--- src/rtl/ram_pkg.sv ---
// ram_pkg: shared definitions for the ram arbiter slice
//   state_t : arbiter FSM encoding (IDLE, ACC, ACK)
//   P0/P1   : requester port indices
//   Log()   : address width for a word count, never less than 1
package ram_pkg;

    typedef enum logic [1:0] {
        IDLE = 2'd0,
        ACC  = 2'd1,
        ACK  = 2'd2
    } state_t;

    localparam logic P0 = 1'b0;
    localparam logic P1 = 1'b1;

    function automatic int Log(input int n);
        int g = 1;
        while ((1 << g) < n) g++;
        return g;
    endfunction

endpackage

--- src/rtl/ram_arbiter_if.sv ---
// ram_arbiter_if: one requester's Req/Ack command channel
//   req, we, a, d : command from requester (held until ack)
//   ack           : one-cycle completion pulse
//   q             : read data, valid with ack, held until the next read
//   master = requester side, slave = arbiter side
interface ram_arbiter_if #(
    parameter int G = 3,
    parameter int W = 4
);
    logic         req;
    logic         we;
    logic [G-1:0] a;
    logic [W-1:0] d;
    logic         ack;
    logic [W-1:0] q;

    modport master (output req, we, a, d, input ack, q);
    modport slave  (input req, we, a, d, output ack, q);
endinterface

--- src/rtl/ram_arbiter_rr_pick.sv ---
// rr_pick: combinational winner selection between two requesters
//   i_req[1:0] : request lines of ports 1 and 0
//   i_last     : port granted last time (round-robin pointer)
//   o_gnt      : winning port index
//   RAM_ARB_FIXED_PRI_EN defined -> port 0 always wins a tie, i_last ignored
module rr_pick
    import ram_pkg::*;
(
    input  logic [1:0] i_req,
    input  logic       i_last,
    output logic       o_gnt
);

`ifdef RAM_ARB_FIXED_PRI_EN
    assign o_gnt = i_req[0] ? P0 : P1;
`else
    // Tie goes to the port that did not win last; otherwise the lone requester.
    assign o_gnt = (&i_req) ? ~i_last : (i_req[1] ? P1 : P0);
`endif

endmodule

--- src/rtl/ram_arbiter.sv ---
// ram_arbiter: two-port Req/Ack arbiter sequencing a single-port register file
//   C          : clock, rising edge
//   nR         : synchronous active-low reset
//   p0, p1     : requester channels (ram_arbiter_if.slave)
//   o_ram_wr   : ram write enable, only in ACC
//   o_ram_a    : ram address (holds last access value)
//   o_ram_d    : ram write data (holds last access value)
//   i_ram_q    : ram combinational read data
//   RAM_ARB_FIXED_PRI_EN defined -> fixed priority to port 0, else round-robin
module ram_arbiter
    import ram_pkg::*;
#(
    parameter  int N = 8,
    parameter  int W = 4,
    localparam int G = Log(N)
) (
    input  logic           C,
    input  logic           nR,
    ram_arbiter_if.slave   p0,
    ram_arbiter_if.slave   p1,
    output logic           o_ram_wr,
    output logic [G-1:0]   o_ram_a,
    output logic [W-1:0]   o_ram_d,
    input  logic [W-1:0]   i_ram_q
);

    localparam logic [G:0] NL = (G+1)'(N);

    state_t       r_state;
    logic         r_gnt;
    logic         r_last;
    logic         r_we;
    logic [G-1:0] r_a;
    logic [W-1:0] r_d;
    logic [W-1:0] r_q0;
    logic [W-1:0] r_q1;
    logic         r_ack0;
    logic         r_ack1;
    logic         w_gnt;
    logic         w_ok;

    rr_pick u_pick (
        .i_req  ({p1.req, p0.req}),
        .i_last (r_last),
        .o_gnt  (w_gnt)
    );

    // Out-of-range words (non-power-of-2 N) are never written and read as 0.
    assign w_ok     = {1'b0, r_a} < NL;
    assign o_ram_a  = r_a;
    assign o_ram_d  = r_d;
    // nR gates the strobe directly so a reset during ACC suppresses the write.
    assign o_ram_wr = (r_state == ACC) & r_we & w_ok & nR;
    assign p0.ack   = r_ack0;
    assign p1.ack   = r_ack1;
    assign p0.q     = r_q0;
    assign p1.q     = r_q1;

    always_ff @(posedge C) begin
        if (!nR) begin
            r_state <= IDLE;
            r_gnt   <= P0;
            r_last  <= P1;
            r_we    <= 1'b0;
            r_a     <= '0;
            r_d     <= '0;
            r_q0    <= '0;
            r_q1    <= '0;
            r_ack0  <= 1'b0;
            r_ack1  <= 1'b0;
        end else begin
            case (r_state)
                IDLE: if (p0.req | p1.req) begin
                    r_gnt   <= w_gnt;
                    r_we    <= w_gnt ? p1.we : p0.we;
                    r_a     <= w_gnt ? p1.a  : p0.a;
                    r_d     <= w_gnt ? p1.d  : p0.d;
                    r_state <= ACC;
                end
                ACC: begin
                    if (!r_we && r_gnt)  r_q1 <= w_ok ? i_ram_q : '0;
                    if (!r_we && !r_gnt) r_q0 <= w_ok ? i_ram_q : '0;
                    r_ack0  <= ~r_gnt;
                    r_ack1  <= r_gnt;
                    r_state <= ACK;
                end
                ACK: begin
                    r_ack0  <= 1'b0;
                    r_ack1  <= 1'b0;
                    r_last  <= r_gnt;
                    r_state <= IDLE;
                end
                default: r_state <= IDLE;
            endcase
        end
    end

endmodule

--- src/flat_wrapper.sv ---
// flat-port wrapper written by rule: the top's interface ports become plain ports
module ram_arbiter_flat import ram_pkg::*;
#(
    parameter  int N = 8,
    parameter  int W = 4,
    localparam int G = Log(N)
)
  (C, nR, o_ram_wr, o_ram_a, o_ram_d, i_ram_q, p0_req, p0_we, p0_a, p0_d, p0_ack, p0_q, p1_req, p1_we, p1_a, p1_d, p1_ack, p1_q);
  ram_arbiter_if #(.G((Log(N))), .W(W)) p0_i ();
  ram_arbiter_if #(.G((Log(N))), .W(W)) p1_i ();
  input  logic C;
  input  logic nR;
  output logic o_ram_wr;
  output logic [G-1:0] o_ram_a;
  output logic [W-1:0] o_ram_d;
  input  logic [W-1:0] i_ram_q;
  input wire logic [$bits(p0_i.req)-1:0] p0_req;
  input wire logic [$bits(p0_i.we)-1:0] p0_we;
  input wire logic [$bits(p0_i.a)-1:0] p0_a;
  input wire logic [$bits(p0_i.d)-1:0] p0_d;
  output wire logic [$bits(p0_i.ack)-1:0] p0_ack;
  output wire logic [$bits(p0_i.q)-1:0] p0_q;
  input wire logic [$bits(p1_i.req)-1:0] p1_req;
  input wire logic [$bits(p1_i.we)-1:0] p1_we;
  input wire logic [$bits(p1_i.a)-1:0] p1_a;
  input wire logic [$bits(p1_i.d)-1:0] p1_d;
  output wire logic [$bits(p1_i.ack)-1:0] p1_ack;
  output wire logic [$bits(p1_i.q)-1:0] p1_q;
  assign p0_i.req = p0_req;
  assign p0_i.we = p0_we;
  assign p0_i.a = p0_a;
  assign p0_i.d = p0_d;
  assign p0_ack = p0_i.ack;
  assign p0_q = p0_i.q;
  assign p1_i.req = p1_req;
  assign p1_i.we = p1_we;
  assign p1_i.a = p1_a;
  assign p1_i.d = p1_d;
  assign p1_ack = p1_i.ack;
  assign p1_q = p1_i.q;
  ram_arbiter #(.N(N), .W(W)) u_core (.C(C), .nR(nR), .p0(p0_i), .p1(p1_i), .o_ram_wr(o_ram_wr), .o_ram_a(o_ram_a), .o_ram_d(o_ram_d), .i_ram_q(i_ram_q));
endmodule
--- config.mk ---
export PLATFORM = sky130hd
export DESIGN_NAME = ram_arbiter_flat
export DESIGN_NICKNAME = d
export VERILOG_FILES = /design/src/rtl/ram_pkg.sv /design/src/rtl/ram_arbiter_if.sv /design/src/rtl/ram_arbiter_rr_pick.sv /design/src/rtl/ram_arbiter.sv /design/src/flat_wrapper.sv
export SDC_FILE = /design/constraint.sdc
export NUM_CORES = 1
export LEC_CHECK = 0
export CORE_ASPECT_RATIO = 0.7
export CORE_UTILIZATION = 25
export DETAILED_ROUTE_END_ITERATION = 12
export HOLD_SLACK_MARGIN = 0.08
export PLACE_DENSITY = 0.54
export SLEW_MARGIN = 20
export SYNTH_ARGS = -nofsm -noshare
export SYNTH_HDL_FRONTEND = slang
export SYNTH_HIERARCHICAL = 1
export SYNTH_SLANG_ARGS = --single-unit
export TNS_END_PERCENT = 100
--- constraint.sdc ---
create_clock -name C -period 1.95 [get_ports C]
set_input_delay 0.2925 -clock C [delete_from_list [all_inputs] [get_ports C]]
set_output_delay 0.2925 -clock C [all_outputs]
set_load 0.02 [all_outputs]
# Word level (Yosys, flattened, before mapping)
# Cells that the tools add are included.
dict set report classes {
  eq_ne 3
  n_reduce_logical 10
  n_mux 9
  n_bitwise 5
}
# cell count
set op_table {}
lappend op_table {{$reduce_and 2->1} 4}
lappend op_table {{$mux 4} 1}
lappend op_table {{$pmux 1 s2} 2}
lappend op_table {{$pmux 2 s2} 1}
lappend op_table {{$mux 1} 3}
lappend op_table {{$mux 3} 1}
lappend op_table {{$and 1x1->1} 2}
lappend op_table {{$eq 2x1->1 const B} 1}
lappend op_table {{$eq 2x2->1 const B} 1}
lappend op_table {{$logic_and 1x1->1} 2}
lappend op_table {{$logic_not 1->1} 2}
lappend op_table {{$logic_not 2->1} 1}
lappend op_table {{$mux 2} 1}
lappend op_table {{$ne 2x1->1 const B} 1}
lappend op_table {{$not 1->1} 2}
lappend op_table {{$reduce_bool 2->1} 1}
lappend op_table {{$or 1x1->1} 1}
dict set report word_totals {
  elab_cells 37
  output_inout_bits 18
  input_bits 24
  register_bits 22
}

# Depth between registers and ports, before layout
# Gate-level depths: netlist of run 1.
dict set report depth {
  word_depth 3
  depth_mapped 5
  depth_no_buf 4
}

# Modules after synthesis
# Netlist of run 1, hierarchy kept.
# module n_inst cells_each area_per_inst_um2 seq_area_each_um2
set modules_own_cells {}
lappend modules_own_cells {ram_arbiter 1 110 1144.8 440.4}
lappend modules_own_cells {rr_pick 1 1 11.3 0.0}

# Worst setup path before layout of run 1
# Ideal clock, no wire load.
dict set report synth_timing {
  path_type {reg-to-reg}
  from {reg u_core.r_state[1]}
  to {reg u_core.r_ack0, in the netlist u_core/p0.ack}
  path_stages_with_launch 5
  synth_period_minus_slack_ns 1.241
  t_arrival_ns 1.175
  setup_slack_ns 0.709
  path_buffers 0
  t_required_ns 1.884
  setup_ns 0.066
  cell_sequence {dfxtp_1 inv_1 ha_1 or3b_1 a21oi_2}
}
dict set report synth_via {
  elab_chain_cells 2
  elab_cells_between_ends 4
  cone_classes {eq/ne (2); mux (1); reduce/logical (1)}
}
# item line
set synth_rtl {}
lappend synth_rtl {{start, declared} ram_arbiter.sv:29} ;# state_t r_state;
lappend synth_rtl {{start signal, assigned} ram_arbiter.sv:61} ;# r_state <= IDLE;
lappend synth_rtl {{start signal, assigned} ram_arbiter.sv:78} ;# r_state <= ACC;
lappend synth_rtl {{start signal, assigned} ram_arbiter.sv:85} ;# r_state <= ACK;
lappend synth_rtl {{$eq 2x2->1 / $eq 2x1->1 (equally long branches)} ram_arbiter.sv:72} ;# case (r_state)
lappend synth_rtl {{$pmux 1 s2 / $reduce_bool 2->1 (equally long branches)} --}
lappend synth_rtl {{end signal, assigned} ram_arbiter.sv:83} ;# r_ack0 <= ~r_gnt;
lappend synth_rtl {{end, declared} ram_arbiter.sv:37} ;# logic r_ack0;
# Several ways; a longest one is shown, not always the timed one.
# A chain may end at the register's enable or synchronous reset.

# Worst setup path after layout of run 1
dict set report layout_timing {
  from {reg u_core.r_state[1]}
  to {out o_ram_wr}
}
dict set report layout_via {
  elab_chain_cells 3
}
# item line
set layout_rtl {}
lappend layout_rtl {{$eq 2x1->1} ram_arbiter.sv:53} ;# assign o_ram_wr = (r_state == ACC) & r_we & w_ok & nR;
lappend layout_rtl {{$and 1x1->1 (2 in a row)} ram_arbiter.sv:53}
lappend layout_rtl {{end, declared} flat_wrapper.sv:13} ;# output logic o_ram_wr;
# No other way between the ends.

==> run_results.csv, run 1 <==
group,metric,value,unit
clocking,h-tree-depth,1,
route,antenna_left,0,
power,switching_share,25.73,%
grt,grt_usage,11.84,%
sta,fin_worst_skew,6.274,ps
synthesis,synth_area_leaders,"dfxtp_1 (38%), mux2i_1 (16%), nand4bb_1 (7.8%)",
route,via_count,952,
grt,grt_max_degree,37,
grt,antenna_found_initial,0,
setup_path,r2r_cells,4,
synthesis,synth_nets,139,
setup_path,critPathLaunchType,"register",
layout,area_growth,46.00,%
setup_path,crit_cells,4,
sta,finalHoldViolCount,0,
sta,fin_setup_tns,0,ps
grt,grt_pass1_vias,940,
grt,grt_pass1_wl,4.457,mm
sta,worstMarginPinSlew,421.9,ps
layout,final_cell_mix,"clkdlybuf4s50_1 (40), dfxtp_1 (22), mux2i_1 (19), nand2_1 (17), nand3b_1 (9)",
layout,n_antenna_cell,0,
clocking,clk-insertion-delay-late,260,ps
setup_path,required,1660,ps
sta,rsz0062_at_grt,"false",
clocking,cts.clk_slew.worst_paths,80,ps
synthesis,synthDominantCellAreaShare,38.10,%
setup_path,crit_family,"flip-flops",
synthesis,synth_cell_type_count,25,
synthesis,ys_seq_area_share,38.10,%
floorplanning,rows,20,
sta,relSlewSlack,71.79,%
sta,period_needed,1740,ps
power,peakVddDrop,0.2371,mV
clocking,post_cts_buffers,0,
setup_path,critPathMaxFanout,4,
clocking,cts_resized,1,
sta,max_freq,574.8,MHz
setup_path,reg2reg_to,"u_core/o_ram_a[0]",
layout,nets,181,
power,pwr-share-clk,33.8,%
setup_path,worstPathCellList,"inv_1 -> ha_1 -> and3_1 -> dlygate4sd2_1",
clocking,cts_buffers,3,
grt,grt.overflow.total,0,
setup_path,crit_end,"o_ram_wr",
route,drtPass1Iterations,4,
worst_hold_path,hold_path.class,"reg -> reg",
route,drc,0,
synthesis,syn_area,1156,um^2
route,drtIter0Drc,45,
clocking,hold_buffers,0,
floorplanning,die_h,58.90,um
job,max-cap-violations,0,
route,wl_per_cell,13.13,um
setup_path,worstSetupEndpointType,"output port",
sta,hold_ws,464.6,ps
sta,slew_viol_final,0,
status,status,"complete, no violations",
synthesis,netlist_instances,111,
synthesis,avgSynthCellArea,10.42,um^2
synthesis,ys.warnings.count,6,
clocking,cts_tree,"done",
floorplanning,coreArea,4379,um^2
power,power_frac_seq,41.3,%
layout,layout_commonest_cell,"clkdlybuf4s50_1",
floorplanning,fp.dieW,83.28,um
clocking,root_buffer,"clkbuf_8",
placement,dp_worst_setup_slack,80.56,ps
setup_path,rr_startpoint,"u_core/r_state[0]",
sta,setup_viol,0,
power,p_int,937.7,uW
synthesis,synth_top_area_cell,"dfxtp_1",
route,routed_wl,2.717,mm
layout,layout-drive-gt1-share,9.868,%
setup_path,crit_type,"reg -> out",
setup_path,arrival,1450,ps
setup_path,r2r_slack,520,ps
clocking,cts.sinks,22,
setup_path,max_stage_delay,380,ps
power,pwr-share-comb,24.9,%
clocking,cts_buffer_depth,2,
synthesis,synth.ff_latch_count,22,
floorplanning,dieArea,4905,um^2
setup_path,critPathBufInv,2,
setup_path,cp_slowest_cell,"dfxtp_1",
floorplanning,pin_count,42,
power,switching_power,324.9,uW
route,avgViaCountPerCell,4.599,
placement,dpl.hpwl,2.018,mm
power,leakage,0.6286,nW
sta,timing.final.ws_setup,210.3,ps
floorplanning,initial_core_util,26.40,%
power,p_per_area,748.1,nW/um^2
placement,port_buffers,41,
setup_path,crit_path_start,"u_core/r_state[1]",
placement,place_congestion,0.7125,
sta,post-route-period-util,89.21,%
## registers in the layout, indices dropped and copies added, names as in the netlist
| register | count |
|---|---|
| u_core/p1.ack | 1 |
| u_core/r_state | 2 |
| u_core/p1.q | 4 |
| u_core/p0.ack | 1 |
| u_core/r_gnt | 1 |
| u_core/p0.q | 4 |
| u_core/r_last | 1 |
| u_core/o_ram_a | 3 |
| u_core/r_we | 1 |
| u_core/o_ram_d | 4 |
## kinds of logic after synthesis
group	count (synthesis)	share of synthesized area, %
and+or+nand+nor	41	25.22
DFF	22	38.10
muxes	19	16.45
AOI/OAI and AO/OA	14	9.740
buffers and inverters	11	6.168
adders and majority gates	4	4.329
## tightest hold or removal path: stages, from the launching register on
cell and delay, ps:
dfxtp_1 320, nand2_1 50, mux2i_1 50
## worst min path at each step
stage	slack (ps)	to	cells past startpoint	start
floorplan	450	u_core/p1.q[0]	2	i_ram_q[0]
global placement	450	u_core/p1.q[2]	2	u_core/p1.q[2]
detailed placement	460	u_core/p0.q[2]	2	u_core/p0.q[2]
CTS	470	u_core/p0.q[2]	2	u_core/p0.q[2]
global route	490	u_core/p0.q[2]	2	u_core/p0.q[2]
finish	460	u_core/p0.q[2]	2	u_core/p0.q[2]
## stage by stage
step	cell area [um^2]	std cells	util, %	total power, mW
after CTS	1688	207	38.54	1.279
after floorplan	1156	111	-	0.7080
after global routing	1688	207	38.54	1.320
after detailed placement	1618	203	36.94	0.8483
final	1688	207	38.54	1.263
after global placement	1618	203	36.94	0.8419
## area by class of cell
class / instances / area [um^2]
tap: 55 / 68.82
fill: 422 / 2691
timing repair buffer: 45 / 451.7
sequential: 22 / 440.4
multi-input combinational: 78 / 644.4
clock buffer: 3 / 41.29
inverter: 3 / 11.26
clock inverter: 1 / 30.03
## power by group through the flow
stage	registers, mW	clock network (mW)	logic, mW
after detailed placement	0.532	0	0.316
after global routing	0.527	0.455	0.338
final	0.521	0.426	0.315
after global placement	0.530	0	0.311
after CTS	0.522	0.438	0.319
after floorplan	0.562	0	0.146
## synth_stat cells
| cell | n |
|---|---|
| and3_1 | 1 |
| buf_2 | 3 |
| o311a_1 | 1 |
| buf_6 | 3 |
| or3b_1 | 1 |
| inv_2 | 1 |
| a21oi_1 | 1 |
| mux2i_1 | 19 |
| nand3b_1 | 9 |
| nand3b_2 | 1 |
| inv_1 | 2 |
| clkbuf_1 | 1 |
| o211ai_2 | 1 |
| nand4bb_1 | 8 |
| buf_4 | 1 |
| o21ai_1 | 1 |
| nor3b_4 | 1 |
| a21oi_2 | 1 |
| nand2_1 | 17 |
| o211ai_1 | 8 |
| dfxtp_1 | 22 |
| nor3b_2 | 1 |
| nand2b_1 | 2 |
| a21boi_2 | 1 |
| ha_1 | 4 |
## routing by layer
metal	track usage (%)	share of wire (%)	wire [um]
met3	2.945	3.7	100
met4	5.911	1.5	40
met1	14.78	49	1322
met5	0	0	0
met2	19.44	46	1253
(Power assumes the default switching activity.)
==> inputs of run 2 (changes only) <==
--- a/config.mk
+++ b/config.mk
@@ -10,6 +10,7 @@
 export DETAILED_ROUTE_END_ITERATION = 12
 export HOLD_SLACK_MARGIN = 0.08
 export PLACE_DENSITY = 0.54
+export RECOVER_POWER = 100
 export SLEW_MARGIN = 20
 export SYNTH_ARGS = -nofsm -noshare
 export SYNTH_HDL_FRONTEND = slang
==> run 2 against run 1 <==
Effect of this change: design area is 1.3% lower; maximum frequency grew 0.24%; register-to-register slack lost 240 ps; final cell count stayed put; highest routed layer unchanged; total power down 1.6%.
==> run_results.csv, run 2 (synthesized netlist as in run 1, its figures left out) <==
group,metric,value,unit
route,drtPass1Iterations,4,
grt,antenna_found_initial,0,
floorplanning,die_h,58.90,um
floorplanning,initial_core_util,26.40,%
placement,port_buffers,41,
setup_path,cp_slowest_cell,"dfxtp_1",
setup_path,arrival,1440,ps
route,drc,0,
clocking,cts.sinks,22,
clocking,cts_tree,"done",
clocking,hold_buffers,0,
clocking,post_cts_buffers,0,
clocking,cts.clk_slew.worst_paths,80,ps
route,antenna_left,0,
setup_path,worstSetupEndpointType,"output port",
grt,grt_pass1_vias,940,
worst_hold_path,hold_path.class,"reg -> reg",
sta,setup_viol,0,
layout,nets,181,
sta,fin_worst_skew,7.228,ps
power,leakage,0.6710,nW
setup_path,critPathMaxFanout,4,
setup_path,max_stage_delay,380,ps
grt,grt_max_degree,37,
grt,grt.overflow.total,0,
floorplanning,rows,20,
setup_path,required,1660,ps
clocking,root_buffer,"clkbuf_8",
clocking,clk-insertion-delay-late,260,ps
setup_path,crit_family,"flip-flops",
sta,rsz0062_at_grt,"false",
sta,slew_viol_final,0,
power,p_per_area,745.7,nW/um^2
floorplanning,coreArea,4379,um^2
layout,utilization,38.06,%
route,via_count,954,
clocking,h-tree-depth,1,
sta,period_needed,1736,ps
status,status,"complete, no violations",
layout,final_cell_mix,"clkdlybuf4s50_1 (22), dfxtp_1 (22), mux2i_1 (19), dlygate4sd3_1 (18), nand2_1 (17)",
sta,post-route-period-util,89.00,%
setup_path,critPathBufInv,2,
layout,layout-drive-gt1-share,7.895,%
setup_path,critPathLaunchType,"register",
route,routed_wl,2.724,mm
sta,worstMarginPinSlew,806.5,ps
setup_path,worstPathCellList,"inv_1 -> ha_1 -> and3_1 -> dlygate4sd2_1",
route,drtIter0Drc,38,
layout,area_growth,44.16,%
layout,final_area,1667,um^2
sta,relSlewSlack,46.12,%
placement,place_congestion,0.7125,
grt,grt_usage,11.84,%
route,avgViaCountPerCell,4.609,
sta,hold_ws,460.3,ps
sta,finalHoldViolCount,0,
clocking,cts_resized,1,
power,peakVddDrop,0.2365,mV
placement,dpl.hpwl,2.018,mm
sta,max_freq,576.2,MHz
job,max-cap-violations,0,
floorplanning,pin_count,42,
floorplanning,dieArea,4905,um^2
clocking,cts_buffer_depth,2,
power,power,1.243,mW
clocking,cts_buffers,3,
sta,fin_setup_tns,0,ps
setup_path,crit_type,"reg -> out",
floorplanning,fp.dieW,83.28,um
layout,n_antenna_cell,0,
placement,placed_area,1618,um^2
route,wl_per_cell,13.16,um
grt,grt_pass1_wl,4.457,mm
run 2: cell types whose count changed in the layout (fill, tap and decap cells not counted):
cell             delta
o211ai_2            -1
o21ai_1             -1
nor3b_2             -1
dlygate4sd3_1      +18
o21ai_0             +1
nor3b_4             -1
nor3b_1             +2
o211ai_1            +1
clkdlybuf4s50_1    -18
run 2: through the flow:
step	std cells	worst slack, ps
global route	207	109.1
global placement	203	81.59
detailed placement	203	80.56
CTS	207	189.7
finish	207	214.5
floorplan	111	709.2
run 2: report_power, final:
part	internal [mW]	switching, mW
Clock	0.274	0.152
Combinational	0.159	0.139
Sequential	0.489	0.0295
run 2: tightest hold or removal path, delay by kind of cell (launching register included):
| kind | cells | cell delay (ps) |
|---|---|---|
| flip-flops | 1 | 320 |
| multiplexers | 1 | 50 |
| AND/OR/NAND/NOR | 1 | 50 |
run 2: path summary, 6_finish.rpt:
check                   end               from  cells after the start  slack, ps
max                o_ram_wr  u_core/r_state[1]                      4        210
min          u_core/p1.q[1]     u_core/p1.q[1]                      2        460
max reg2reg  u_core/p0.q[1]  u_core/r_state[1]                      4        280
min reg2reg  u_core/p1.q[1]     u_core/p1.q[1]                      2        460
run 2: final cells by class:
| cell class | instances | area (um^2) |
|---|---|---|
| clock buffer | 3 | 41.29 |
| clock inverter | 1 | 30.03 |
| fill | 424 | 2713 |
| inverter | 3 | 11.26 |
| multi-input combinational | 78 | 623.1 |
| sequential | 22 | 440.4 |
| tap | 55 | 68.82 |
| timing repair buffer | 45 | 451.7 |
run 2: routing by layer:
| layer | track usage [%] | part of all wire, % | up-vias |
|---|---|---|---|
| met5 | 0 | 0 | - |
| met4 | 5.911 | 1.5 | 0 |
| met3 | 2.945 | 3.8 | 2 |
| met2 | 19.44 | 45 | 21 |
| met1 | 14.78 | 49 | 446 |
| li1 | - | - | 485 |
